## config.mk

```make
export PLATFORM = sky130hd
export DESIGN_NAME = sgmii_mdio_sched
export DESIGN_NICKNAME = d
export VERILOG_FILES = /design/src/rtl/sgmii_mdio_sched.sv
export SDC_FILE = /design/constraint.sdc
export NUM_CORES = 1
export LEC_CHECK = 0
export ABC_AREA = 1
export CAP_MARGIN = 20
export CORE_ASPECT_RATIO = 0.7
export CORE_MARGIN = 1
export CORE_UTILIZATION = 40
export CTS_BUF_LIST = sky130_fd_sc_hd__clkbuf_4 sky130_fd_sc_hd__clkbuf_8 sky130_fd_sc_hd__clkbuf_16
export CTS_CLUSTER_DIAMETER = 200
export DETAILED_ROUTE_END_ITERATION = 6
export GPL_TIMING_DRIVEN = 0
export PLACE_DENSITY = 0.77
export REMOVE_ABC_BUFFERS = 1
export SETUP_SLACK_MARGIN = 0.02
export SYNTH_ARGS = -nofsm -noshare
export SYNTH_HDL_FRONTEND = slang
export SYNTH_SLANG_ARGS = --single-unit
```

## constraint.sdc

```tcl
create_clock -name bd_fclk0_125m -period 2.1 [get_ports bd_fclk0_125m]
set_input_delay 0.21 -clock bd_fclk0_125m [delete_from_list [all_inputs] [get_ports bd_fclk0_125m]]
set_output_delay 0.21 -clock bd_fclk0_125m [all_outputs]
set_load 0.1 [all_outputs]
```

## src/rtl/sgmii_mdio_sched.sv

```systemverilog
// Round-robin Clause 22 MDIO master shared by the four SGMII PHY management ports.
// MDC is derived from the system clock; MDIO changes on MDC falling edges and is sampled on rising edges.
module sgmii_mdio_sched #(
  parameter int MDC_DIV = 25
) (
  input  logic        bd_fclk0_125m,
  input  logic        bd_aresetn,
  input  logic [3:0]  req_valid,
  input  logic [3:0]  req_write,
  input  logic [19:0] req_phyad,
  input  logic [19:0] req_regad,
  input  logic [63:0] req_wdata,
  output logic [3:0]  req_ready,
  output logic [3:0]  rsp_valid,
  output logic [15:0] rsp_rdata,
  output logic        rsp_err,
  output logic        busy,
  output logic        mdio_mdc,
  output logic        mdio_o,
  output logic        mdio_t,
  input  logic        mdio_i
);

  localparam int CW = $clog2(MDC_DIV);
  localparam logic [CW-1:0] CNT_LAST = CW'(MDC_DIV - 1);

  typedef enum logic [1:0] {S_IDLE, S_WAIT_EDGE, S_SHIFT, S_DONE} state_t;

  state_t        state_q, state_d;
  logic [CW-1:0] cnt_q, cnt_d;
  logic          mdc_q, mdc_d;
  logic [1:0]    last_q, last_d;
  logic [1:0]    gnt_q, gnt_d;
  logic          wr_q, wr_d;
  logic [63:0]   frame_q, frame_d;
  logic [5:0]    bit_q, bit_d;
  logic          mdio_o_q, mdio_o_d;
  logic          mdio_t_q, mdio_t_d;
  logic          err_w_q, err_w_d;
  logic [15:0]   data_w_q, data_w_d;
  logic [15:0]   rdata_q, rdata_d;
  logic          err_q, err_d;
  logic [3:0]    ready_q, ready_d;

  logic          wrap, fall_tick, rise_tick;
  logic          grant_any;
  logic [1:0]    grant_idx;
  logic [1:0]    pick;
  logic          g_wr;
  logic [4:0]    g_phyad, g_regad;
  logic [15:0]   g_wdata;

  assign wrap      = (cnt_q == CNT_LAST);
  assign fall_tick = wrap & mdc_q;
  assign rise_tick = wrap & ~mdc_q;

  // Search upward from the port after the last one served so no requester can starve another.
  always_comb begin
    grant_any = 1'b0;
    grant_idx = 2'd0;
    pick      = 2'd0;
    for (int k = 1; k <= 4; k++) begin
      pick = last_q + 2'(k);
      if (!grant_any && req_valid[pick]) begin
        grant_any = 1'b1;
        grant_idx = pick;
      end
    end
  end

  assign g_wr    = req_write[grant_idx];
  assign g_phyad = req_phyad[grant_idx*5 +: 5];
  assign g_regad = req_regad[grant_idx*5 +: 5];
  assign g_wdata = req_wdata[grant_idx*16 +: 16];

  always_comb begin
    state_d  = state_q;
    cnt_d    = wrap ? '0 : cnt_q + 1'b1;
    mdc_d    = wrap ? ~mdc_q : mdc_q;
    last_d   = last_q;
    gnt_d    = gnt_q;
    wr_d     = wr_q;
    frame_d  = frame_q;
    bit_d    = bit_q;
    mdio_o_d = mdio_o_q;
    mdio_t_d = mdio_t_q;
    err_w_d  = err_w_q;
    data_w_d = data_w_q;
    rdata_d  = rdata_q;
    err_d    = err_q;
    ready_d  = 4'b0000;

    case (state_q)
      S_IDLE: begin
        if (grant_any) begin
          ready_d[grant_idx] = 1'b1;
          gnt_d    = grant_idx;
          wr_d     = g_wr;
          // Read frames carry ones after REGAD so a released line stays at the pull-up level.
          frame_d  = {32'hFFFF_FFFF, 2'b01, (g_wr ? 2'b01 : 2'b10), g_phyad, g_regad,
                      (g_wr ? 2'b10 : 2'b11), (g_wr ? g_wdata : 16'hFFFF)};
          err_w_d  = 1'b0;
          data_w_d = 16'h0000;
          state_d  = S_WAIT_EDGE;
        end
      end
      S_WAIT_EDGE: begin
        if (fall_tick) begin
          mdio_t_d = 1'b0;
          mdio_o_d = frame_q[63];
          frame_d  = {frame_q[62:0], 1'b1};
          bit_d    = 6'd0;
          state_d  = S_SHIFT;
        end
      end
      S_SHIFT: begin
        if (fall_tick) begin
          if (bit_q == 6'd63) begin
            mdio_t_d = 1'b1;
            mdio_o_d = 1'b1;
            rdata_d  = wr_q ? 16'h0000 : data_w_q;
            err_d    = wr_q ? 1'b0 : err_w_q;
            state_d  = S_DONE;
          end else begin
            bit_d    = bit_q + 6'd1;
            mdio_o_d = frame_q[63];
            frame_d  = {frame_q[62:0], 1'b1};
            mdio_t_d = ~wr_q & (bit_q >= 6'd45);
          end
        end else if (rise_tick && !wr_q) begin
          if (bit_q == 6'd47) begin
            err_w_d = mdio_i;
          end else if (bit_q >= 6'd48) begin
            data_w_d = {data_w_q[14:0], mdio_i};
          end
        end
      end
      S_DONE: begin
        last_d  = gnt_q;
        state_d = S_IDLE;
      end
      default: state_d = S_IDLE;
    endcase
  end

  always_ff @(posedge bd_fclk0_125m or negedge bd_aresetn) begin
    if (!bd_aresetn) begin
      state_q  <= S_IDLE;
      cnt_q    <= '0;
      mdc_q    <= 1'b0;
      last_q   <= 2'd3;
      gnt_q    <= 2'd0;
      wr_q     <= 1'b0;
      frame_q  <= '1;
      bit_q    <= 6'd0;
      mdio_o_q <= 1'b1;
      mdio_t_q <= 1'b1;
      err_w_q  <= 1'b0;
      data_w_q <= 16'h0000;
      rdata_q  <= 16'h0000;
      err_q    <= 1'b0;
      ready_q  <= 4'b0000;
    end else begin
      state_q  <= state_d;
      cnt_q    <= cnt_d;
      mdc_q    <= mdc_d;
      last_q   <= last_d;
      gnt_q    <= gnt_d;
      wr_q     <= wr_d;
      frame_q  <= frame_d;
      bit_q    <= bit_d;
      mdio_o_q <= mdio_o_d;
      mdio_t_q <= mdio_t_d;
      err_w_q  <= err_w_d;
      data_w_q <= data_w_d;
      rdata_q  <= rdata_d;
      err_q    <= err_d;
      ready_q  <= ready_d;
    end
  end

  assign req_ready = ready_q;
  assign rsp_valid = (state_q == S_DONE) ? (4'b0001 << gnt_q) : 4'b0000;
  assign rsp_rdata = rdata_q;
  assign rsp_err   = err_q;
  assign busy      = (state_q != S_IDLE);
  assign mdio_mdc  = mdc_q;
  assign mdio_o    = mdio_o_q;
  assign mdio_t    = mdio_t_q;

endmodule

```

==> flow_summary.yaml <==
outcome:
  outcome: "finished with violations"
  violations: "setup timing"
yosys:
  ys_warn_count: 0
  yosysUniqueCellTypes: 38
  synth_seq_cells: 123
  synth_seq_area_share_pct: 47.1
  syn-cell-area_um2: 6720
  async_reset_ff_share_pct: 100
  yosys.cell_count.top_type: "nand2_1"
  syn_inst: 850
  synth_edf_count: 0
  yosys.area.top_type: "dfstp_2"
  synth_common_cells: "196 x nand2_1, 97 x nand3_1, 86 x nor2_1"
  netlist.area_leader.share_pct: 26.6
  ys_top_cells_by_area: "dfstp_2 27%, dfrtp_1 20%, nand2_1 11%, nand3_1 7.2%, nor2_1 4.8%"
  synth.avg_cell_area_um2: 7.90
  synth_ff_type: "dfstp_2"
grt:
  antenna_found_initial: 0
  grt_max_degree: 71
  grt_pass1_vias: 6895
  grt_pass1_wl_um: 35700
  grt-ovfl-total: 0
  track_usage_pct: 26.5
setup_path:
  worstPathRequired_ns: 2.45
  worst-path-stages: 15
  worstSetupPathType: "register to register"
  max_stage_delay_ns: 0.63
  end_kind: "register"
  crit_chain: "buf_4, nand2_1, nand2_2, nand2_1, nand2_2, nand2_4, nand3_4, nand2_8, buf_4, nand3_1, nand3_4, nand3_4, nand2_8, buf_4, o21ai_2"
  crit_buf_inv: 3
  cp_slowest_cell: "dfstp_2"
  crit_fanout: 5
  critPathLaunchType: "register"
  rr_worst_depth: 15
  path_delay_family: "simple AND/OR/NAND/NOR gates"
  worstPathArrival_ns: 2.75
clocking:
  cts_sinks: 123
  cts_root_buf: "clkbuf_16"
  cts_buffers: 17
  cts.clk_slew.worst_paths_ns: 0.06
  clock_latency_ns: 0.42
  cts.path.max_buffers: 2
  cts_tree: "yes"
  h-tree-depth: 4
floorplan:
  core_area_um2: 16300
  dieArea_um2: 17300
  die_width_um: 157
  dieHeight_um: 110
  row_count: 39
  io_pins: 144
  start_util_pct: 41.1
sta:
  setup_viol: 81
  tightest_slew_ns: 0.967
  slew_violations: 0
  finalCritPeriodShare_pct: 114
  rsz0062_at_grt: "true"
  finalSetupTns_ns: -12.52
  hold_viol_final: 0
  finalCriticalPeriod_ns: 2.39
  hold_ws_ns: 0.298
  fmax_ghz: 0.418
  worst_slack_ns: -0.295
  finalClockSkew_ns: 0.0141
  relSlewSlack_pct: 35.8
placed_design:
  place_area_um2: 8230
  dp_cells: 1171
  gp_congestion: 0.810
  dp_hpwl_um: 10700
  pre_cts_ws_ns: -1.26
  port_buffers: 143
cells_and_area:
  fin_nets: 1165
  fillerInstances: 1223
  syn2layout_area_growth_pct: 58.0
  antennaDiodeCount: 0
  design_area_um2: 10600
  drive_above_1_share_pct: 32.6
  final_cells: 1279
job:
  drv_cap: 0
power_and_ir_drop:
  ir_drop_uv: 924
  p_leak_nw: 4.69
  p_per_area_nw_per_um2: 1980
detailed_routing:
  drtIter0Drc: 611
  wl_per_cell_um: 18.6
  ant_nets: 0
  num_vias: 7025
  wirelength_um: 23700
  route.detailed.drc: 0
  firstDrtPassIters: 5
  viasPerCell: 5.49
hold_path:
  hold_class: "primary input to asynchronous set/reset pin"
==> worst reg2reg max path, stage by stage, from the launching register on <==
cell and delay, ns:
dfstp_2 0.63, buf_4 0.15, nand2_1 0.05, nand2_2 0.09, nand2_1 0.07, nand2_2 0.13, nand2_4 0.08, nand3_4 0.12
nand2_8 0.10, buf_4 0.15, nand3_1 0.14, nand3_4 0.14, nand3_4 0.13, nand2_8 0.09, buf_4 0.15, o21ai_2 0.12
==> final timing paths <==
kind / start / slack, ns / to
max: last_q[0] / -0.29 / frame_q[28]
min: bd_aresetn / 0.30 / cnt_q[1]
max reg2reg: last_q[0] / -0.29 / frame_q[28]
min reg2reg: frame_q[11] / 0.47 / frame_q[11]
max in group asynchronous: bd_aresetn / 1.04 / frame_q[51]
min in group bd_fclk0_125m: mdio_i / 0.40 / data_w_q[0]
==> stage by stage <==
step | util (%) | total power [mW]
after global placement | 49.8 | 11.1
after detailed placement | 50.4 | 11.8
after global routing | 64.9 | 22.0
final | 64.9 | 21.0
after CTS | 62.9 | 19.3
after floorplan | - | 9.46
==> registers in the layout (all words and copies together), names as in the netlist <==
register	cells
frame_q	64
data_w_q	16
rsp_rdata	16
bit_q	6
cnt_q	5
req_ready	4
gnt_q	2
last_q	2
state_q	2
err_w_q	1
mdio_mdc	1
mdio_o	1
mdio_t	1
rsp_err	1
wr_q	1
==> power by group <==
group	internal [mW]	switching, mW
registers	3.53	0.467
clock network	2.02	1.13
logic	5.42	8.45
total	11.0	10.0
==> placed cells by master (no fill, tap or decap), types with 8 or more instances in the layout <==
cell type / count
or2_2: 11
dfstp_2: 68
a31oi_1: 10
buf_16: 13
nor2_4: 8
nand2_8: 8
dfrtp_1: 53
nor2_1: 70
nand3_1: 63
nand3_4: 8
o21ai_1: 21
dlygate4sd2_1: 24
nand3_2: 31
clkdlybuf4s50_1: 113
a21oi_2: 20
clkbuf_16: 19
a21oi_1: 18
clkinvlp_4: 8
o31ai_1: 14
nand2_4: 8
o21ai_0: 38
inv_1: 68
buf_4: 35
nand2_2: 19
o21ai_2: 10
nand2_1: 178
nand3b_1: 23
buf_12: 12
nor2_2: 9
==> kinds of logic after synthesis <==
logic type               after synthesis  synth area share [%]
AO/OA/AOI/OAI                        142                  12.1
XOR/XNOR                               6                 0.783
adder cells (fa/ha/maj)                9                  1.68
buffers and inverters                133                  8.94
flip-flops                           123                  47.1
AND/OR/NAND/NOR                      437                  29.4
==> metal layers <==
metal  track usage [%]  vias up  part of all wire [%]
li1                  -     3178                     -
met1              33.3     3410                    39
met2              43.0      358                    49
met3              6.79       79                   8.0
met4              11.4        0                   4.0
met5                 0        -                     0
==> timing repair <==
action	4_1_cts	5_1_grt
resized for setup	234	44
endpoints found under the hold margin	48	0
setup buffers	40	13
pin swaps	50	20
endpoints found under the setup margin	142	116
gates cloned	21	1
hold buffers	1	0
==> area by class of cell <==
type	instances	area, µm²	area share [%]
repair buffers	212	2400	22.6
inverters	82	375	3.54
clock inverters	12	173	1.63
multi-input cells	600	3730	35.1
well taps	225	282	2.65
flip-flops and latches	123	3170	29.8
repair inverters	5	45.0	0.424
clock buffers	20	448	4.22
Note: power is estimated with default switching activity, not from simulation.
